[src/rtl/fetch_pkg.sv]
// Shared types and constants for the fetch sequencer: FSM states, program ids,
// default widths and the per-program branch-pointer windows.
package fetch_pkg;

    localparam int PC_W  = 10;
    localparam int PTR_W = 4;

    typedef enum logic [1:0] {
        ST_IDLE = 2'd0,
        ST_RUN  = 2'd1,
        ST_DONE = 2'd2
    } state_t;

    typedef enum logic [1:0] {
        PROG_NONE = 2'd0,
        PROG_1    = 2'd1,
        PROG_2    = 2'd2,
        PROG_3    = 2'd3
    } prog_t;

    // Branch-target pointer ranges owned by each resident program
    localparam int P1_LO = 0;
    localparam int P1_HI = 9;
    localparam int P2_LO = 10;
    localparam int P2_HI = 14;
    localparam int P3_LO = 15;
    localparam int P3_HI = 15;

endpackage

[src/rtl/fetch_sequencer_branch_target_rom.sv]
// Combinational branch-target table: maps an instruction's pointer field to an
// absolute PC.
module branch_target_rom #(
    parameter int PC_W  = fetch_pkg::PC_W,
    parameter int PTR_W = fetch_pkg::PTR_W
) (
    input  logic [PTR_W-1:0] ptr,
    output logic [PC_W-1:0]  target
);

    always_comb begin
        target = PC_W'(1);
        case (int'(ptr))
            0:       target = PC_W'(13);
            1:       target = PC_W'(22);
            2:       target = PC_W'(43);
            3:       target = PC_W'(62);
            4:       target = PC_W'(74);
            5:       target = PC_W'(93);
            6:       target = PC_W'(99);
            7:       target = PC_W'(105);
            8:       target = PC_W'(107);
            9:       target = PC_W'(109);
            default: target = PC_W'(1);
        endcase
    end

endmodule

[src/rtl/fetch_sequencer.sv]
// PC controller with Start/Ack harness handshake and branch resolution.
// Optional cycle counter output enabled by defining FETCH_CYCLE_CNT_EN.
module fetch_sequencer #(
    parameter int PC_W     = fetch_pkg::PC_W,
    parameter int PTR_W    = fetch_pkg::PTR_W,
    parameter int P1_START = 0,
    parameter int P2_START = 300,
    parameter int P3_START = 600
) (
    input  logic             Clk,
    input  logic             Reset,
    input  logic             Start,
    input  logic [1:0]       ProgSel,
    input  logic             Stall,
    input  logic             Halt,
    input  logic             BranchTaken,
    input  logic [PTR_W-1:0] LutPointer,
    output logic [PC_W-1:0]  PC,
    output logic             Running,
    output logic             Ack,
    output logic             Fault,
    output logic [1:0]       ActiveProg
`ifdef FETCH_CYCLE_CNT_EN
    ,
    output logic [15:0]      CycleCount
`endif
);

    import fetch_pkg::*;

    state_t          state_q, state_d;
    logic [PC_W-1:0] pc_q, pc_d;
    logic            fault_q, fault_d;
    prog_t           prog_q, prog_d;
    logic [PC_W-1:0] br_target;
    logic            ptr_ok;

    branch_target_rom #(
        .PC_W  (PC_W),
        .PTR_W (PTR_W)
    ) u_rom (
        .ptr    (LutPointer),
        .target (br_target)
    );

    function automatic logic [PC_W-1:0] start_pc(input prog_t p);
        case (p)
            PROG_2:  return PC_W'(P2_START);
            PROG_3:  return PC_W'(P3_START);
            default: return PC_W'(P1_START);
        endcase
    endfunction

    function automatic logic ptr_in_window(input prog_t p, input logic [PTR_W-1:0] ptr);
        int v;
        v = int'(ptr);
        case (p)
            PROG_1:  return (v >= P1_LO) && (v <= P1_HI);
            PROG_2:  return (v >= P2_LO) && (v <= P2_HI);
            PROG_3:  return (v >= P3_LO) && (v <= P3_HI);
            default: return 1'b0;
        endcase
    endfunction

    assign ptr_ok = ptr_in_window(prog_q, LutPointer);

    always_comb begin
        state_d = state_q;
        pc_d    = pc_q;
        fault_d = fault_q;
        prog_d  = prog_q;
        case (state_q)
            ST_IDLE: begin
                if (Start && (ProgSel != 2'd0)) begin
                    prog_d  = prog_t'(ProgSel);
                    pc_d    = start_pc(prog_t'(ProgSel));
                    fault_d = 1'b0;
                    state_d = ST_RUN;
                end
            end
            ST_RUN: begin
                // Stall outranks Halt and branches: nothing advances this cycle
                if (Stall) begin
                    state_d = ST_RUN;
                end else if (Halt) begin
                    state_d = ST_DONE;
                end else if (BranchTaken) begin
                    if (ptr_ok) begin
                        pc_d = br_target;
                    end else begin
                        fault_d = 1'b1;
                        state_d = ST_DONE;
                    end
                end else if (pc_q == '1) begin
                    fault_d = 1'b1;
                    state_d = ST_DONE;
                end else begin
                    pc_d = pc_q + PC_W'(1);
                end
            end
            ST_DONE: begin
                // Harness must drop Start before another program can be launched
                if (!Start) begin
                    state_d = ST_IDLE;
                end
            end
            default: state_d = ST_IDLE;
        endcase
    end

    always_ff @(posedge Clk) begin
        if (!Reset) begin
            state_q <= ST_IDLE;
            pc_q    <= '0;
            fault_q <= 1'b0;
            prog_q  <= PROG_NONE;
        end else begin
            state_q <= state_d;
            pc_q    <= pc_d;
            fault_q <= fault_d;
            prog_q  <= prog_d;
        end
    end

`ifdef FETCH_CYCLE_CNT_EN
    logic [15:0] cnt_q, cnt_d;

    always_comb begin
        cnt_d = cnt_q;
        if ((state_q == ST_IDLE) && Start && (ProgSel != 2'd0)) begin
            cnt_d = '0;
        end else if ((state_q == ST_RUN) && (cnt_q != 16'hFFFF)) begin
            cnt_d = cnt_q + 16'd1;
        end
    end

    always_ff @(posedge Clk) begin
        if (!Reset) begin
            cnt_q <= '0;
        end else begin
            cnt_q <= cnt_d;
        end
    end

    assign CycleCount = cnt_q;
`endif

    assign PC         = pc_q;
    assign Running    = (state_q == ST_RUN);
    assign Ack        = (state_q == ST_DONE);
    assign Fault      = fault_q;
    assign ActiveProg = prog_q;

endmodule

[config.mk]
export PLATFORM = sky130hd
export DESIGN_NAME = fetch_sequencer
export DESIGN_NICKNAME = d
export VERILOG_FILES = /design/src/rtl/fetch_pkg.sv /design/src/rtl/fetch_sequencer_branch_target_rom.sv /design/src/rtl/fetch_sequencer.sv
export SDC_FILE = /design/constraint.sdc
export NUM_CORES = 1
export LEC_CHECK = 0
export ABC_AREA = 1
export ABC_CLOCK_PERIOD_IN_PS = 2000
export CORE_MARGIN = 8
export CORE_UTILIZATION = 50
export DETAILED_ROUTE_END_ITERATION = 8
export PLACE_DENSITY = 0.86
export SYNTH_ARGS = -nofsm -noshare
export SYNTH_HDL_FRONTEND = slang
export SYNTH_HIERARCHICAL = 1
export SYNTH_SLANG_ARGS = --single-unit
[constraint.sdc]
create_clock -name Clk -period 2 [get_ports Clk]
set_clock_uncertainty 0.2 [all_clocks]
set_input_delay 0.4 -clock Clk [delete_from_list [all_inputs] [get_ports Clk]]
set_output_delay 0.4 -clock Clk [all_outputs]
set_load 0.03 [all_outputs]
==> metrics.txt <==
status=finished clean; crit path buf inv count=1; Post-synth EDFFs=0; Gate Count Post-Synth=227; grt total ovfl=0; Die X=66.6 um; Top delay family on crit path=buffers and inverters; fin. max-slew vios=0; Worst-Skew Late Latency=290 ps; Area Growth Syn to Fin=34.7%; global-route wire length before repair=5680 um; RSZ-0062 raised after global routing=false; Data required, critical path=1400 ps; Root Driver=clkbuf_4; Fin. Hold Viols=0; Synth Area in Simple Gates=53.0%; synth top area cells=dfxtp_1 (23%), nand2_1 (19%), nor2_1 (13%), nand3_1 (9.0%), inv_1 (7.0%); antenna-violating nets left=0; Clock Tree Buf Depth=2; synthesized area=1280 um2; max cap viols=0; share of the yosys chip area belonging to registers=23.5%; Die ar.=4430 um2; WP data arrival=1340 ps; vias after detailed routing=1,528; Pre-antenna DRT Iters=4; n_diodes=0; endpoint class of the critical path=primary output; Lkg Pwr=0.950 nW; most frequent cell after synthesis=nand2_1; CTS Buf Count=3; average size of a mapped cell=5.64 um2; # DRC=0; post-synth cell types=24; final std cells w/o fill=303; crit path launch type=register; I/O Pins=27; post-synth top area cell=dfxtp_1; worst hold-check path type=reg -> reg; Ys Warns=6; chip height=66.6 um; PwrDens=795 nW/um2; Total Wirelength=3290 um; Fillers=224; Period minus WS final=1940 ps; Final Power=1.37 mW; Initial Util=52.1%; Final GP Congestion=0.879; core area=2450 um2; fin crit share=97.2%; gr usage total=15.8%; Worst-path clk slew=110 ps; fraction of final layout cells sized beyond drive strength 1=16.5%; top cells by count, synth=nand2_1 (65), nor2_1 (45), inv_1 (24), nand3_1 (23), dfxtp_1 (15); peak supply drop=0.704 mV; DR WL/cell=10.8 um; Max stage delay on crit path=680 ps; Clock Sinks=15; drt via density=5.04; H-Tree Depth=1; flops & latches, synth=15; WS Path Type=reg -> out; vias in the first global route=1,455; CP max-delay cell=clkdlybuf4s50_1; DRT iter0 DRCs=116; Inst Count DP=299; largest net degree at the start of global routing=16; setup_tns=0 ps; Max Clock Freq=0.515 GHz; antenna violations before repair=0; Synth Area in XOR/XNOR=1.37%; Main synth FF type=dfxtp_1; crit-path cells=clkdlybuf4s50_1; post-layout net count=287; adder-cell share of the synthesized area=0.978%; compound-cell area share of the yosys netlist=8.21%; post-DP HPWL=2650 um; Post-CTS Setup Repair Bufs=0; share of the synthesized area in the top cell type=23.5%; Rows=18; CTS tree=yes; Port-buffer cells=26; largest family of logic cells by synthesized area=simple AND/OR/NAND/NOR gates; Placement Cell Area=1690 um2; multiplexer share of the synthesized area=0%; final instance area=1720 um2; final number of setup-violating endpoints=0; CP max FO=3; asr flop ratio synth=0%
[layout by cell type (no fill, tap or decap), drive strengths merged]
cell | synthesis | final
inv | 28 | 28
nand4 | 1 | 1
o21bai | 1 | 1
nor3 | 3 | 3
clkdlybuf4s50 | 0 | 13
clkbuf | 0 | 3
dlygate4sd2 | 0 | 8
nand2 | 72 | 72
buf | 7 | 21
a21oi | 10 | 10
a22oi | 1 | 1
xor2 | 2 | 2
dfxtp | 15 | 15
ha | 1 | 1
conb | 1 | 3
o21ai | 8 | 8
nand3b | 4 | 4
dlymetal6s2s | 0 | 5
nor2 | 49 | 49
nand3 | 24 | 24
clkinv | 0 | 1
[logic make-up after synthesis]
| kind of cell | Yosys count |
|---|---|
| and+or+nand+nor | 153 |
| buffers and inverters | 35 |
| AOI/OAI and AO/OA | 20 |
| DFF | 15 |
| xor gates and xnor gates | 2 |
| adders and majority gates | 1 |
| other | 1 |
[path summary, 6_finish.rpt]
kind	start	end	slack (ps)	cells after the start
worst min register to register	Fault$_SDFFE_PN0P_	Fault$_SDFFE_PN0P_	250	2
worst max register to register	PC[1]$_SDFFE_PN0P_	PC[5]$_SDFFE_PN0P_	230	10
worst max-delay path	PC[7]$_SDFFE_PN0P_	PC[7]	60	1
worst min-delay path	Fault$_SDFFE_PN0P_	Fault$_SDFFE_PN0P_	250	2
[cell type report]
| cell class | count | area (um2) | area share, % |
|---|---|---|---|
| tap | 30 | 37.5 | 2.18 |
| sequential | 15 | 300 | 17.4 |
| multi-input combinational | 179 | 833 | 48.3 |
| clock buffer | 3 | 22.5 | 1.31 |
| inverter | 28 | 105 | 6.10 |
| clock inverter | 1 | 5.00 | 0.290 |
| timing repair buffer | 47 | 420 | 24.4 |
[per-layer routing]
layer / global-route usage [%] / vias to the layer above / part of all wire, %
met3: 2.68 / 8 / 4.8
met2: 29.3 / 35 / 51
met1: 16.7 / 687 / 42
li1: - / 798 / -
met5: 0 / - / 0
met4: 7.73 / 0 / 1.9
[power breakdown]
group / internal (mW) / switching [mW] / total, mW
logic: 0.296 / 0.457 / 0.753
registers: 0.362 / 0.0671 / 0.429
clock network: 0.0743 / 0.114 / 0.188
[what timing repair did]
item                                    in CTS  in global routing
resized for setup                            8                  9
gates cloned                                 0                  0
pin swaps                                    0                  1
endpoints found under the setup margin       8                 15
hold buffers                                 0                  0
[registers in the layout, indices dropped and copies added, names as in the netlist]
register,count
state_q,2
PC,10
Fault,1
ActiveProg,2
[stage by stage]
stage | utilization (%) | hold slack (ps) | worst slack [ps]
after floorplan | - | 325 | 54.3
after global placement | 68.7 | 234 | -163
after detailed placement | 68.7 | 241 | -246
after CTS | 69.4 | 257 | 11.3
after global routing | 70.2 | 287 | 0.949
final | 70.2 | 249 | 56.8
(Power assumes the default switching activity.)
